<file path="config.mk">
export PLATFORM = sky130hd
export DESIGN_NAME = pipeline_control_flat
export DESIGN_NICKNAME = d
export VERILOG_FILES = /design/src/rtl/pipeline_control_pkg.sv /design/src/rtl/pipeline_control_if.sv /design/src/rtl/pipeline_control_load_use_detect.sv /design/src/rtl/pipeline_control.sv /design/src/flat_wrapper.sv
export SDC_FILE = /design/constraint.sdc
export NUM_CORES = 1
export LEC_CHECK = 0
export ABC_AREA = 1
export CORE_ASPECT_RATIO = 1.25
export CORE_MARGIN = 10
export CORE_UTILIZATION = 36
export CTS_CLUSTER_SIZE = 14
export DETAILED_ROUTE_END_ITERATION = 12
export PLACE_DENSITY = 0.83
export SLEW_MARGIN = 10
export SYNTH_ARGS = -nofsm -noshare
export SYNTH_HDL_FRONTEND = slang
export SYNTH_HIERARCHICAL = 1
export SYNTH_SLANG_ARGS = --single-unit
</file>
<file path="constraint.sdc">
create_clock -name clk -period 1.9 [get_ports clk]
set_clock_uncertainty 0.15 [all_clocks]
set_input_delay 0.38 -clock clk [delete_from_list [all_inputs] [get_ports clk]]
set_output_delay 0.38 -clock clk [all_outputs]
set_load 0.05 [all_outputs]
</file>
<file path="src/rtl/pipeline_control_pkg.sv">
// Purpose: shared types and helpers for the pipeline stall/flush sequencer.
// Latency: n/a (declarations only).
// Backpressure: n/a.
//
// Contents:
//   ctrl_state_t  - sequencer FSM encoding (RUN / FLUSH / SLEEP)
//   stage_vec_t   - one bit per stage that the sequencer can stall or invalidate
//   reg_hazard    - non-zero register match used by the load-use compare
package pipeline_control_pkg;

    typedef enum logic [1:0] {
        CTRL_RUN   = 2'd0,
        CTRL_FLUSH = 2'd1,
        CTRL_SLEEP = 2'd2
    } ctrl_state_t;

    typedef struct packed {
        logic fetch;
        logic decode;
        logic execute;
        logic memory;
    } stage_vec_t;

    // x0 is hardwired to zero, so a load "writing" x0 never creates a hazard.
    function automatic logic reg_hazard(input logic [4:0] rd, input logic [4:0] rs);
        return (rd != 5'd0) && (rd == rs);
    endfunction

endpackage

</file>
<file path="src/rtl/pipeline_control_if.sv">
// Purpose: bundles hazard inputs and stall/invalidate outputs of the sequencer.
// Latency: n/a (wires only).
// Backpressure: n/a.
//
// Modports:
//   master - the sequencer: samples hazard/commit inputs, drives stall/invalidate/pulses
//   slave  - the pipeline side: drives hazard/commit inputs, samples sequencer outputs
interface pipeline_control_if;

    // hazard and commit sources
    logic       valid_decode;
    logic [4:0] rs1_address_decode;
    logic [4:0] rs2_address_decode;
    logic       valid_execute;
    logic       load_execute;
    logic [4:0] rd_address_execute;
    logic       branch_taken;
    logic       mem_busy;
    logic       exception_memory;
    logic       mret_memory;
    logic       wfi_memory;
    logic       interrupt_pending;

    // per-stage controls
    logic       stall_fetch;
    logic       stall_decode;
    logic       stall_execute;
    logic       stall_memory;
    logic       invalidate_fetch;
    logic       invalidate_decode;
    logic       invalidate_execute;
    logic       invalidate_memory;

    // commit pulses and status
    logic       trap_commit;
    logic       mret_commit;
    logic       sleeping;

    modport master (
        input  valid_decode, rs1_address_decode, rs2_address_decode,
        input  valid_execute, load_execute, rd_address_execute,
        input  branch_taken, mem_busy, exception_memory, mret_memory,
        input  wfi_memory, interrupt_pending,
        output stall_fetch, stall_decode, stall_execute, stall_memory,
        output invalidate_fetch, invalidate_decode, invalidate_execute, invalidate_memory,
        output trap_commit, mret_commit, sleeping
    );

    modport slave (
        output valid_decode, rs1_address_decode, rs2_address_decode,
        output valid_execute, load_execute, rd_address_execute,
        output branch_taken, mem_busy, exception_memory, mret_memory,
        output wfi_memory, interrupt_pending,
        input  stall_fetch, stall_decode, stall_execute, stall_memory,
        input  invalidate_fetch, invalidate_decode, invalidate_execute, invalidate_memory,
        input  trap_commit, mret_commit, sleeping
    );

endinterface

</file>
<file path="src/rtl/pipeline_control_load_use_detect.sv">
// Purpose: flags a load in execute whose destination feeds the instruction in decode.
// Latency: purely combinational, 0 cycles.
// Backpressure: none; the caller decides what to do with the hazard flag.
//
// Ports:
//   valid_decode_i, rs1_address_i, rs2_address_i   - instruction in decode
//   valid_execute_i, load_execute_i, rd_address_i  - instruction in execute
//   hazard_o                                       - decode must wait one cycle
module pipeline_control_load_use_detect
    import pipeline_control_pkg::*;
(
    input  logic       valid_decode_i,
    input  logic [4:0] rs1_address_i,
    input  logic [4:0] rs2_address_i,
    input  logic       valid_execute_i,
    input  logic       load_execute_i,
    input  logic [4:0] rd_address_i,
    output logic       hazard_o
);

    logic src_match;

    assign src_match = reg_hazard(rd_address_i, rs1_address_i)
                     | reg_hazard(rd_address_i, rs2_address_i);

    assign hazard_o = valid_execute_i & load_execute_i & valid_decode_i & src_match;

endmodule

</file>
<file path="src/rtl/pipeline_control.sv">
// Purpose: central stall/flush sequencer for the 5-stage pipeline (trap/mret/wfi FSM).
// Latency: all outputs combinational from current state and inputs; only state/counter registered.
// Backpressure: mem_busy freezes every stage and holds lower-priority hazards for re-evaluation.
//
// Ports:
//   clk, reset - pipeline clock, asynchronous active-high reset
//   ctl        - pipeline_control_if.master: hazard/commit inputs in, stall/invalidate/pulses out
module pipeline_control
    import pipeline_control_pkg::*;
#(
    parameter int FLUSH_CYCLES = 2
) (
    input  logic                clk,
    input  logic                reset,
    pipeline_control_if.master  ctl
);

    localparam int CNT_W = $clog2(FLUSH_CYCLES + 1);
    localparam logic [CNT_W-1:0] FLUSH_LOAD = CNT_W'(FLUSH_CYCLES - 1);

    ctrl_state_t      state_q, state_d;
    logic [CNT_W-1:0] cnt_q, cnt_d;

    logic       load_use;
    logic       commit_req;
    stage_vec_t stall, inv;
    logic       trap_pulse, mret_pulse, sleep_flag;

    pipeline_control_load_use_detect u_load_use (
        .valid_decode_i  (ctl.valid_decode),
        .rs1_address_i   (ctl.rs1_address_decode),
        .rs2_address_i   (ctl.rs2_address_decode),
        .valid_execute_i (ctl.valid_execute),
        .load_execute_i  (ctl.load_execute),
        .rd_address_i    (ctl.rd_address_execute),
        .hazard_o        (load_use)
    );

    assign commit_req = ctl.exception_memory | ctl.mret_memory;

    // ---------------------------------------------------------------
    // State register
    // ---------------------------------------------------------------
    always_ff @(posedge clk or posedge reset) begin
        if (reset) begin
            state_q <= CTRL_RUN;
            cnt_q   <= '0;
        end else begin
            state_q <= state_d;
            cnt_q   <= cnt_d;
        end
    end

    // ---------------------------------------------------------------
    // Next-state logic
    // ---------------------------------------------------------------
    always_comb begin
        state_d = state_q;
        cnt_d   = cnt_q;
        unique case (state_q)
            CTRL_RUN: begin
                if (commit_req) begin
                    // The commit cycle itself invalidates, so the counter is
                    // loaded one short to give FLUSH_CYCLES extra flush cycles.
                    state_d = CTRL_FLUSH;
                    cnt_d   = FLUSH_LOAD;
                end else if (ctl.wfi_memory && !ctl.interrupt_pending) begin
                    state_d = CTRL_SLEEP;
                end
            end
            CTRL_FLUSH: begin
                if (cnt_q == '0) begin
                    state_d = CTRL_RUN;
                end else begin
                    cnt_d = cnt_q - CNT_W'(1);
                end
            end
            CTRL_SLEEP: begin
                if (ctl.interrupt_pending) begin
                    state_d = CTRL_RUN;
                end
            end
            default: begin
                state_d = CTRL_RUN;
                cnt_d   = '0;
            end
        endcase
    end

    // ---------------------------------------------------------------
    // Output logic
    // ---------------------------------------------------------------
    always_comb begin
        stall      = '0;
        inv        = '0;
        trap_pulse = 1'b0;
        mret_pulse = 1'b0;
        sleep_flag = 1'b0;
        if (reset) begin
            // Every stage emits bubbles while reset is held so nothing
            // half-formed leaks out of the pipeline registers.
            inv = '1;
        end else begin
            unique case (state_q)
                CTRL_RUN: begin
                    if (ctl.exception_memory) begin
                        trap_pulse = 1'b1;
                        inv        = '1;
                    end else if (ctl.mret_memory) begin
                        mret_pulse = 1'b1;
                        inv        = '1;
                    end else if (ctl.wfi_memory) begin
                        inv = '1;
                    end else if (ctl.mem_busy) begin
                        // Freeze everything; a pending branch or load-use in
                        // execute stays put and is resolved once memory frees.
                        stall      = '1;
                        inv.memory = 1'b1;
                    end else if (ctl.branch_taken) begin
                        // Wrong-path instructions are killed, so any load-use
                        // against decode is moot.
                        inv.fetch  = 1'b1;
                        inv.decode = 1'b1;
                    end else if (load_use) begin
                        stall.fetch   = 1'b1;
                        stall.decode  = 1'b1;
                        inv.execute   = 1'b1;
                    end
                end
                CTRL_FLUSH: begin
                    inv = '1;
                end
                CTRL_SLEEP: begin
                    stall.fetch   = 1'b1;
                    stall.decode  = 1'b1;
                    stall.execute = 1'b1;
                    inv.memory    = 1'b1;
                    sleep_flag    = 1'b1;
                end
                default: begin
                    inv = '1;
                end
            endcase
        end
    end

    assign ctl.stall_fetch        = stall.fetch;
    assign ctl.stall_decode       = stall.decode;
    assign ctl.stall_execute      = stall.execute;
    assign ctl.stall_memory       = stall.memory;
    assign ctl.invalidate_fetch   = inv.fetch;
    assign ctl.invalidate_decode  = inv.decode;
    assign ctl.invalidate_execute = inv.execute;
    assign ctl.invalidate_memory  = inv.memory;
    assign ctl.trap_commit        = trap_pulse;
    assign ctl.mret_commit        = mret_pulse;
    assign ctl.sleeping           = sleep_flag;

endmodule

</file>
<file path="src/flat_wrapper.sv">
// flat-port wrapper written by rule: the top's interface ports become plain ports
module pipeline_control_flat import pipeline_control_pkg::*;
#(
    parameter int FLUSH_CYCLES = 2
)
  (clk, reset, ctl_valid_decode, ctl_rs1_address_decode, ctl_rs2_address_decode, ctl_valid_execute, ctl_load_execute, ctl_rd_address_execute, ctl_branch_taken, ctl_mem_busy, ctl_exception_memory, ctl_mret_memory, ctl_wfi_memory, ctl_interrupt_pending, ctl_stall_fetch, ctl_stall_decode, ctl_stall_execute, ctl_stall_memory, ctl_invalidate_fetch, ctl_invalidate_decode, ctl_invalidate_execute, ctl_invalidate_memory, ctl_trap_commit, ctl_mret_commit, ctl_sleeping);
  pipeline_control_if ctl_i ();
  input  logic clk;
  input  logic reset;
  input wire logic [$bits(ctl_i.valid_decode)-1:0] ctl_valid_decode;
  input wire logic [$bits(ctl_i.rs1_address_decode)-1:0] ctl_rs1_address_decode;
  input wire logic [$bits(ctl_i.rs2_address_decode)-1:0] ctl_rs2_address_decode;
  input wire logic [$bits(ctl_i.valid_execute)-1:0] ctl_valid_execute;
  input wire logic [$bits(ctl_i.load_execute)-1:0] ctl_load_execute;
  input wire logic [$bits(ctl_i.rd_address_execute)-1:0] ctl_rd_address_execute;
  input wire logic [$bits(ctl_i.branch_taken)-1:0] ctl_branch_taken;
  input wire logic [$bits(ctl_i.mem_busy)-1:0] ctl_mem_busy;
  input wire logic [$bits(ctl_i.exception_memory)-1:0] ctl_exception_memory;
  input wire logic [$bits(ctl_i.mret_memory)-1:0] ctl_mret_memory;
  input wire logic [$bits(ctl_i.wfi_memory)-1:0] ctl_wfi_memory;
  input wire logic [$bits(ctl_i.interrupt_pending)-1:0] ctl_interrupt_pending;
  output wire logic [$bits(ctl_i.stall_fetch)-1:0] ctl_stall_fetch;
  output wire logic [$bits(ctl_i.stall_decode)-1:0] ctl_stall_decode;
  output wire logic [$bits(ctl_i.stall_execute)-1:0] ctl_stall_execute;
  output wire logic [$bits(ctl_i.stall_memory)-1:0] ctl_stall_memory;
  output wire logic [$bits(ctl_i.invalidate_fetch)-1:0] ctl_invalidate_fetch;
  output wire logic [$bits(ctl_i.invalidate_decode)-1:0] ctl_invalidate_decode;
  output wire logic [$bits(ctl_i.invalidate_execute)-1:0] ctl_invalidate_execute;
  output wire logic [$bits(ctl_i.invalidate_memory)-1:0] ctl_invalidate_memory;
  output wire logic [$bits(ctl_i.trap_commit)-1:0] ctl_trap_commit;
  output wire logic [$bits(ctl_i.mret_commit)-1:0] ctl_mret_commit;
  output wire logic [$bits(ctl_i.sleeping)-1:0] ctl_sleeping;
  assign ctl_i.valid_decode = ctl_valid_decode;
  assign ctl_i.rs1_address_decode = ctl_rs1_address_decode;
  assign ctl_i.rs2_address_decode = ctl_rs2_address_decode;
  assign ctl_i.valid_execute = ctl_valid_execute;
  assign ctl_i.load_execute = ctl_load_execute;
  assign ctl_i.rd_address_execute = ctl_rd_address_execute;
  assign ctl_i.branch_taken = ctl_branch_taken;
  assign ctl_i.mem_busy = ctl_mem_busy;
  assign ctl_i.exception_memory = ctl_exception_memory;
  assign ctl_i.mret_memory = ctl_mret_memory;
  assign ctl_i.wfi_memory = ctl_wfi_memory;
  assign ctl_i.interrupt_pending = ctl_interrupt_pending;
  assign ctl_stall_fetch = ctl_i.stall_fetch;
  assign ctl_stall_decode = ctl_i.stall_decode;
  assign ctl_stall_execute = ctl_i.stall_execute;
  assign ctl_stall_memory = ctl_i.stall_memory;
  assign ctl_invalidate_fetch = ctl_i.invalidate_fetch;
  assign ctl_invalidate_decode = ctl_i.invalidate_decode;
  assign ctl_invalidate_execute = ctl_i.invalidate_execute;
  assign ctl_invalidate_memory = ctl_i.invalidate_memory;
  assign ctl_trap_commit = ctl_i.trap_commit;
  assign ctl_mret_commit = ctl_i.mret_commit;
  assign ctl_sleeping = ctl_i.sleeping;
  pipeline_control #(.FLUSH_CYCLES(FLUSH_CYCLES)) u_core (.clk(clk), .reset(reset), .ctl(ctl_i));
endmodule
</file>
# After elaboration in Yosys (flattened, before gate mapping)

Index checks and enable logic that the tools add are counted.

Register bits after elaboration: 4
Bits in latches: 0
RAM bits: 0
ROM bits: 0
Input port bits: 26
Output and inout port bits: 11
Logic and storage cells: 65
Memories: 0

$add $sub $neg: 1
$mul: 0
Divide/modulo/power cells: 0
$lt $le $gt $ge: 0
Eq/ne operators: 9
Shifts and indexed selects: 0
Muxes and demuxes: 38
Bitwise logic cells: 6
Reductions and logical operators: 9

Operator list:

| kind                                                  | count |
|---|---|
| 2-to-1 mux 4 bit                                      | 8 |
| 2-to-1 mux 2 bit                                      | 11 |
| 2-to-1 mux 1 bit                                      | 14 |
| case mux 2 bit (3 select lines)                       | 2 |
| case mux 3 bit (2 select lines)                       | 2 |
| equality test 5 bit                                   | 2 |
| AND reduction 3 bit                                   | 2 |
| nonzero test 5 bit                                    | 1 |
| zero test 2 bit                                       | 2 |
| inequality test 2 x 1 -> 1 bit, second input constant | 2 |
| inequality test 2 bit, second input constant          | 2 |
| bitwise AND 1 bit                                     | 3 |
| logical AND 1 bit                                     | 3 |
| 2-to-1 mux 3 bit                                      | 1 |
| inequality test 3 x 1 -> 1 bit, second input constant | 1 |
| equality test 2 x 1 -> 1 bit, second input constant   | 1 |
| equality test 2 bit, second input constant            | 1 |
| bitwise OR 1 bit                                      | 2 |
| subtractor 2 x 1 -> 2 bit, second input constant      | 1 |
| zero test 1 bit                                       | 1 |
| NOT 1 bit                                             | 1 |

# Longest topological paths before layout

Gate-level depths: netlist (run 1).

Word-level depth: 12
Depth in mapped cells: 11

# Modules after synthesis

The synthesis (run 1) kept the hierarchy.

Modules (own cells, without submodules):

| module                           | times used | cells each | area an instance (µm²) | sequential area each (µm²) |
|---|---|---|---|---|
| pipeline_control                 | 1          | 67         | 405.4                  | 100.1 |
| pipeline_control_load_use_detect | 1          | 45         | 198.9                  | 0.0 |

# Worst setup path before layout (run 1)

No wires, ideal clock.

Path type: input to output
Start: in ctl_rd_address_execute[0]
End: out ctl_stall_fetch
Arrival: 2.019 ns
Data required time: 1.370 ns
Slack: -0.649 ns
Cell stages on the path: 11
Buffers on the path: 1
Cells stage by stage: inv_1 -> nand2_1 -> nand2_1 -> nor2_1 -> nand3_1 -> a21oi_2 -> inv_1 -> nor2_1 -> nor3_1 -> nor2_1 -> buf_4

Word-level cells in the longest chain between the ends: 12
Elaborated cells on any way between the ends: 15

RTL lines:

| item                                                             | line                                   | RTL |
|---|---|---|
| from (decl)                                                      | flat_wrapper.sv:15                     | `input wire logic [$bits(ctl_i.rd_address_execute)-1:0] ctl_rd_address_execute;` |
| equality test 5 bit / nonzero test 5 bit (equally long branches) | pipeline_control_pkg.sv:26             | `return (rd != 5'd0) && (rd == rs);` |
| logical AND 1 bit                                                | pipeline_control_pkg.sv:26             |  |
| bitwise OR 1 bit (*)                                             | pipeline_control_load_use_detect.sv:24 | `\| reg_hazard(rd_address_i, rs2_address_i);` |
| bitwise AND 1 bit (*)                                            | pipeline_control_load_use_detect.sv:26 | `assign hazard_o = valid_execute_i & load_execute_i & valid_decode_i & src_match;` |
| via u_core.load_use                                              | pipeline_control.sv:24                 | `logic load_use;` |
| 2-to-1 mux 2 bit (*)                                             | pipeline_control.sv:124                | `end else if (load_use) begin` |
| 2-to-1 mux 2 bit (*)                                             | pipeline_control.sv:119                | `end else if (ctl.branch_taken) begin` |
| 2-to-1 mux 2 bit (*)                                             | pipeline_control.sv:114                | `end else if (ctl.mem_busy) begin` |
| 2-to-1 mux 4 bit (*)                                             | pipeline_control.sv:112                | `end else if (ctl.wfi_memory) begin` |
| 2-to-1 mux 4 bit (*)                                             | pipeline_control.sv:109                | `end else if (ctl.mret_memory) begin` |
| 2-to-1 mux 4 bit (*)                                             | pipeline_control.sv:106                | `if (ctl.exception_memory) begin` |
| case mux 3 bit (2 select lines) (*)                              | pipeline_control.sv:104                | `unique case (state_q)` |
| 2-to-1 mux 4 bit (*)                                             | pipeline_control.sv:99                 | `if (reset) begin` |
| to (decl)                                                        | flat_wrapper.sv:22                     | `output wire logic [$bits(ctl_i.stall_fetch)-1:0] ctl_stall_fetch;` |

Mark *: on every way through the listed nets, which the timed path passes. The rest lies on a longest branch.

# Worst setup path after layout (run 1)

Start: in ctl_rs1_address_decode[4]
End: out ctl_stall_decode

Word-level cells in the longest chain between the ends: 12

RTL lines:

| item                            | line                                   | RTL |
|---|---|---|
| from (decl)                     | flat_wrapper.sv:11                     | `input wire logic [$bits(ctl_i.rs1_address_decode)-1:0] ctl_rs1_address_decode;` |
| equality test 5 bit             | pipeline_control_pkg.sv:26             |  |
| logical AND 1 bit               | pipeline_control_pkg.sv:26             |  |
| bitwise OR 1 bit                | pipeline_control_load_use_detect.sv:24 |  |
| bitwise AND 1 bit               | pipeline_control_load_use_detect.sv:26 |  |
| via u_core.load_use             | pipeline_control.sv:24                 |  |
| 2-to-1 mux 2 bit                | pipeline_control.sv:124                |  |
| 2-to-1 mux 2 bit                | pipeline_control.sv:119                |  |
| 2-to-1 mux 2 bit                | pipeline_control.sv:114                |  |
| 2-to-1 mux 4 bit                | pipeline_control.sv:112                |  |
| 2-to-1 mux 4 bit                | pipeline_control.sv:109                |  |
| 2-to-1 mux 4 bit                | pipeline_control.sv:106                |  |
| case mux 3 bit (2 select lines) | pipeline_control.sv:104                |  |
| 2-to-1 mux 4 bit                | pipeline_control.sv:99                 |  |
| to (decl)                       | flat_wrapper.sv:23                     | `output wire logic [$bits(ctl_i.stall_decode)-1:0] ctl_stall_decode;` |

The timed path passes the listed nets, and every way through them passes these cells.

==> flow_summary_export.csv, run 1 <==
group,metric,value,unit
die,ios,37,
timing,post-route-min-period,2.065,ns
clock_network,cts_tree,"done",
worst_hold_path,min_path_type,"primary input to async pin",
route,wl_per_cell,14.55,um
global_route,grt_busiest_layer,"met2",
logic_synthesis,ys_top_cells_by_count,"nand2_1, inv_1, nor2_1",
clock_network,cts_root_buf,"clkbuf_4",
critical_path,ff2ff_path_depth,7,
timing,grt_setup_unrepaired,"yes",
cells_and_area,diodes,0,
logic_synthesis,synth_area_leader_cell,"nand2_1",
critical_path,required,1.37,ns
placed_design,gp_congestion,0.8115,
route,drt_iter0_drc,39,
route,wirelength,2.576,mm
pwr,ir_drop,480.6,uV
timing,worst_slack,-0.1646,ns
cells_and_area,layout-drive-gt1-share,55.35,%
global_route,grt_pass1_wl,4.202,mm
clock_network,postCtsHoldBufs,0,
pwr,p_clk_share,9.9,%
die,rows,16,
route,ant_nets,0,
critical_path,cp-start-kind,"primary input",
cells_and_area,multi_input_area,500.5,sq um
die,core_area,0.001582,sq mm
timing,worst_pin_slew,0.2279,ns
logic_synthesis,avgSynthCellArea,5.396,sq um
timing,fmax,484.4,MHz
logic_synthesis,synth_area,604.3,sq um
global_route,gr-usage-all-layers,13.80,%
logic_synthesis,synth-warning-count,6,
logic_synthesis,syn_nets,139,
die,die_w,56.65,um
pwr,p_sw_share,50.90,%
timing,period_share,108.7,%
route,dr.pass1.iters,4,
critical_path,crit_path_end_kind,"primary output",
clock_network,clkTransAtPathRegs,0.04,ns
timing,finalSetupTns,-0.4202,ns
placed_design,io_buffers,36,
die,die_h,65.81,um
timing,slew_headroom,84.73,%
critical_path,path_max_fanout,2,
timing,setup_viol,4,
die,fp.dieArea,0.003728,sq mm
timing,slew_viol_final,0,
global_route,antenna_found_initial,0,
timing,timing.hold.ws,0.3486,ns
cells_and_area,fin_nets,188,
clock_network,numCtsBuffers,3,
pwr,p_leak,0.6714,nW
critical_path,crit_path_cell_trace,"buf_2, inv_1, nand2_1, nand2_1, nor2_1, nand3_2, a21oi_2, inv_1, nor2_2, nor3_2, nor2_4, buf_12",
clock_network,cts_max_level,1,
global_route,use_met2,27.61,%
logic_synthesis,synth_ff_type,"dfrtp_1",
critical_path,r2r_slack,0.58,ns
logic_synthesis,synth-seq-area-share,16.56,%
global_route,grt_overflow,0,
global_route,use_met3,4.038,%
logic_synthesis,synth-seq-cells,4,
critical_path,crit_type,"primary input to primary output",
critical_path,crit_slowest_cell,"nor2_4",
logic_synthesis,synthCells,112,
job,cap_violations,0,
die,start_util,38.21,%
timing,hold_violations,0,
route,vias,900,
cells_and_area,seq_area,102.6,sq um
pwr,powerDensity,853.7,mW/mm^2
global_route,grt_pass1_vias,975,
outcome,violations,"negative setup slack",
clock_network,clockBufferDepth,2,
pwr,power_frac_comb,72.3,%
critical_path,critPathArrivalTime,1.53,ns
logic_synthesis,synth_edf_count,0,
logic_synthesis,async_reset_ff_share,100.0,%
global_route,grt_max_degree,7,
pwr,p_int,540.7,uW
critical_path,reg2reg_from,"u_core/cnt_q[0]",
route,vias_per_cell,5.085,
cells_and_area,area_growth,113.5,%
placed_design,hpwl,1.932,mm
pwr,p_seq_share,17.8,%
global_route,use_met1,11.30,%
clock_network,clock-sinks,4,
logic_synthesis,ys_types,20,
logic_synthesis,synth_top_area_share,21.74,%
critical_path,cp_slowest_stage_delay,0.17,ns
cells_and_area,fill_cells,112,
route,drc,0,
logic_synthesis,synth_area_leaders,"nand2_1, dfrtp_1, inv_1",
critical_path,r2r_end,"u_core/cnt_q[1]",
logic_synthesis,post-synth-top-count-cell,"nand2_1",
pwr,power_switching,560.6,uW
clock_network,clkLatencyLatePin,0.24,ns
outcome,outcome,"finished with violations",
## repair_timing
action | in CTS | in global routing
pin swaps | 26 | 22
setup buffers | 5 | 1
setup endpoints to repair | 11 | 9
gates resized for setup | 72 | 43
## layout by cell type, fill, tap and decap left out
master,count
nand2_1,24
nand3_1,5
a21oi_1,1
clkdlybuf4s15_1,1
o21ai_2,1
dfrtp_1,2
nand2_2,14
nor3_2,2
nor2_1,6
clkinv_2,1
inv_1,16
nor2_2,8
clkdlybuf4s50_1,2
dlygate4sd2_1,8
clkbuf_2,1
xor2_1,1
a21oi_2,2
buf_4,11
nand2_4,1
nand4_1,3
buf_6,9
inv_4,3
clkbuf_4,3
buf_2,3
nor2_4,4
buf_8,1
nand3_2,4
dfrtp_2,2
inv_2,5
buf_12,11
nor3_1,1
ha_1,1
xnor2_2,2
## critical path: cells and delay by family
family,cells,cell delay [ns]
compound gates,1,0.11
buf+inv,4,0.36
simple gates,7,0.68
## cell families (layout without fill, tap and decap cells)
group | after synthesis | count (layout) | share of synthesized area (%)
AND/OR/NAND/NOR | 72 | 72 | 51.76
buffers and inverters | 28 | 75 | 20.08
AO/OA/AOI/OAI | 4 | 4 | 5.176
flip-flops | 4 | 4 | 16.56
XOR/XNOR | 3 | 3 | 4.349
adder cells (fa/ha/maj) | 1 | 1 | 2.070
## power by group through the flow
| stage | Combinational (mW) | Clock (mW) | Sequential [mW] |
|---|---|---|---|
| after floorplan | 0.451 | 0 | 0.157 |
| after global placement | 0.660 | 0 | 0.181 |
| after detailed placement | 0.694 | 0 | 0.182 |
| after CTS | 0.743 | 0.109 | 0.186 |
| after global routing | 0.864 | 0.115 | 0.202 |
| final | 0.797 | 0.109 | 0.196 |
## cell type report
| class | count | area share [%] |
|---|---|---|
| tap | 18 | 1.746 |
| clock buffer | 3 | 1.746 |
| sequential | 4 | 7.953 |
| inverter | 25 | 7.953 |
| timing repair buffer | 47 | 41.80 |
| multi-input combinational | 80 | 38.80 |
## per-stage QoR
| step | cell area (sq um) | setup WS (ns) | std cells | total power [mW] | utilization, % |
|---|---|---|---|---|---|
| final | 1290 | -0.1646 | 177 | 1.101 | 81.57 |
| after global routing | 1290 | -0.2103 | 177 | 1.180 | 81.57 |
| after CTS | 1171 | -0.1743 | 176 | 1.038 | 74.05 |
| after detailed placement | 1126 | -0.6348 | 168 | 0.8758 | 71.20 |
| after global placement | 1126 | -0.5758 | 168 | 0.8413 | 71.20 |
| after floorplan | 621.8 | -0.2127 | 112 | 0.6078 | - |
## layer usage
layer | up-vias | routed length (um)
li1 | 434 | -
met1 | 404 | 870
met2 | 52 | 1501
met3 | 10 | 175
met4 | 0 | 28
met5 | - | 0
## registers in the layout, summed over array words and instances (netlist names)
register,cells
u_core/cnt_q,2
u_core/state_q,2
## how the worst max path moves through the flow
stage / start / end / slack (ns) / cells after the start
after floorplan: ctl_rd_address_execute[0] / ctl_stall_fetch / -0.21 / 11
after global placement: ctl_rd_address_execute[0] / ctl_stall_decode / -0.58 / 12
after detailed placement: ctl_rd_address_execute[1] / ctl_stall_decode / -0.63 / 12
after CTS: ctl_rs1_address_decode[1] / ctl_stall_decode / -0.17 / 10
after global routing: ctl_rd_address_execute[0] / ctl_stall_decode / -0.21 / 12
final: ctl_rs1_address_decode[4] / ctl_stall_decode / -0.16 / 12
No activity file was read; power rests on OpenSTA's default activity.
==> inputs of run 2 (changes only) <==
Clock period 1.9 ns to 1.98 ns, I/O delays scaled along.
==> run 2 against run 1 <==
Effect of this change:
- the run still ends with negative setup slack left
- first-iteration DRC count fell by 51%
- non-clock buffer count fell by 3
- setup slack barely moved
- clock power fell by 8%
- highest routed layer unchanged
==> flow_summary_export.csv, run 2 (same netlist as run 1, synthesis figures left out) <==
group,metric,value,unit
global_route,antenna_found_initial,0,
route,dr.pass1.iters,5,
critical_path,r2r_end,"u_core/cnt_q[1]",
cells_and_area,final_common_cell,"nand2_1",
pwr,power_frac_comb,71.6,%
die,core_area,0.001582,sq mm
critical_path,path_max_fanout,3,
pwr,p_clk_share,10.0,%
die,die_w,56.65,um
critical_path,crit_path_end_kind,"primary output",
route,wl_per_cell,13.48,um
pwr,ir_drop,471.3,uV
pwr,p_sw_share,50.06,%
cells_and_area,largestRegisters,"u_core/cnt_q x2, u_core/state_q x2",
critical_path,startpoint,"ctl_rd_address_execute[4]",
clock_network,clkTransAtPathRegs,0.04,ns
route,vias_per_cell,4.839,
placed_design,gp_congestion,0.7466,
critical_path,critPathArrivalTime,1.60,ns
global_route,gr-usage-all-layers,11.26,%
cells_and_area,layout_common_cells,"nand2_1, inv_1, nand2_2",
critical_path,cp-endpoint,"ctl_stall_fetch",
critical_path,reg2reg_from,"u_core/cnt_q[0]",
critical_path,cp-start-kind,"primary input",
cells_and_area,area_growth,107.7,%
timing,fmax,466.3,MHz
route,vias,842,
timing,slew_viol_final,0,
worst_hold_path,min_path_type,"primary input to async pin",
timing,grt_setup_unrepaired,"yes",
clock_network,cts_tree,"done",
global_route,grt_pass1_vias,859,
die,ios,37,
die,fp.dieArea,0.003728,sq mm
clock_network,clock-sinks,4,
placed_design,dp.cells,171,
pwr,p_leak,0.6528,nW
timing,finalSetupTns,-0.4362,ns
route,ant_nets,0,
cells_and_area,fill_cells,109,
pwr,powerDensity,798.7,mW/mm^2
pwr,p_int,500.6,uW
die,rows,16,
cells_and_area,final_cells,174,
cells_and_area,diodes,0,
clock_network,clkLatencyLatePin,0.23,ns
timing,period_share,108.3,%
critical_path,required,1.43,ns
clock_network,numCtsBuffers,3,
cells_and_area,multi_input_area,491.7,sq um
timing,worst_pin_slew,0.2283,ns
timing,post-route-min-period,2.144,ns
pwr,p_seq_share,18.4,%
cells_and_area,fin_nets,185,
route,drc,0,
placed_design,pre_cts_ws,-0.6034,ns
timing,setup_viol,3,
pwr,power_switching,501.8,uW
global_route,grt_overflow,0,
cells_and_area,layout-drive-gt1-share,53.85,%
placed_design,hpwl,1.874,mm
critical_path,r2r_slack,0.68,ns
route,wirelength,2.346,mm
critical_path,ff2ff_path_depth,7,
clock_network,cts_max_level,1,
timing,hold_violations,0,
timing,slew_headroom,84.70,%
outcome,outcome,"finished with violations",
cells_and_area,seq_area,102.6,sq um
outcome,violations,"negative setup slack",
die,start_util,38.21,%
clock_network,clockBufferDepth,2,
global_route,grt_pass1_wl,3.553,mm
job,cap_violations,0,
global_route,grt_max_degree,7,
placed_design,io_buffers,36,
timing,worst_slack,-0.1643,ns
route,drt_iter0_drc,19,
clock_network,cts_root_buf,"clkbuf_4",
die,die_h,65.81,um
critical_path,crit_type,"primary input to primary output",
==> run 2: cell types whose count changed in the layout (fill, tap and decap cells not counted), sizes merged <==
cell         previous run  this run
clkbuf                  4         5
dlygate4sd2             8         7
buf                    35        32
==> run 2: worst max-delay path: stages <==
cell     delay [ns]
buf_6          0.09
inv_4          0.04
nand2_1        0.05
nand2_1        0.08
nor2_2         0.11
nand3_2        0.09
a21oi_2        0.19
inv_2          0.07
nor2_4         0.11
nor3_4         0.05
nor2_4         0.17
buf_12         0.15
==> run 2: through the flow <==
stage	hold slack, ns	power [mW]	util [%]	instance area (sq um)
after floorplan	0.02058	0.5812	-	616.8
after global placement	0.3627	0.8301	72.31	1144
after detailed placement	0.3571	0.8582	72.31	1144
after CTS	0.2980	0.9651	71.68	1134
after global routing	0.3179	1.081	79.35	1255
final	0.3061	1.002	79.35	1255
==> run 2: how the worst min path moves through the flow <==
stage	to	cells after the start	start	slack [ns]
after floorplan	u_core/cnt_q[0]	1	reset	0.02
after global placement	u_core/cnt_q[1]	2	u_core/cnt_q[1]	0.36
after detailed placement	u_core/cnt_q[1]	2	u_core/cnt_q[1]	0.36
after CTS	u_core/state_q[1]	4	reset	0.30
after global routing	u_core/cnt_q[0]	4	reset	0.32
final	u_core/state_q[1]	4	reset	0.31
==> run 2: power groups by stage <==
| stage | Combinational (mW) | Sequential, mW | Clock (mW) |
|---|---|---|---|
| after CTS | 0.686 | 0.175 | 0.103 |
| after floorplan | 0.430 | 0.151 | 0 |
| after detailed placement | 0.685 | 0.174 | 0 |
| after global placement | 0.660 | 0.171 | 0 |
| final | 0.718 | 0.184 | 0.100 |
| after global routing | 0.785 | 0.189 | 0.108 |
==> run 2: per-layer routing <==
metal | up-vias | track usage [%] | part of all wire (%)
li1 | 421 | - | -
met2 | 33 | 22.66 | 57
met3 | 6 | 3.654 | 5.5
met1 | 382 | 10.15 | 35
met4 | 0 | 3.614 | 1.6
met5 | - | 0 | 0
==> run 2: final cells by class <==
type | instances | share of cell area, %
clock buffer | 3 | 1.795
inverter | 25 | 7.976
multi-input combinational | 80 | 39.18
sequential | 4 | 8.175
tap | 18 | 1.795
timing repair buffer | 44 | 41.08
==> run 2: what timing repair did <==
item | 4_1_cts | 5_1_grt
hold buffers | 0 | 0
setup endpoints to repair | 10 | 7
pin swaps | 27 | 26
setup buffers | 0 | 0
resized for setup | 77 | 39
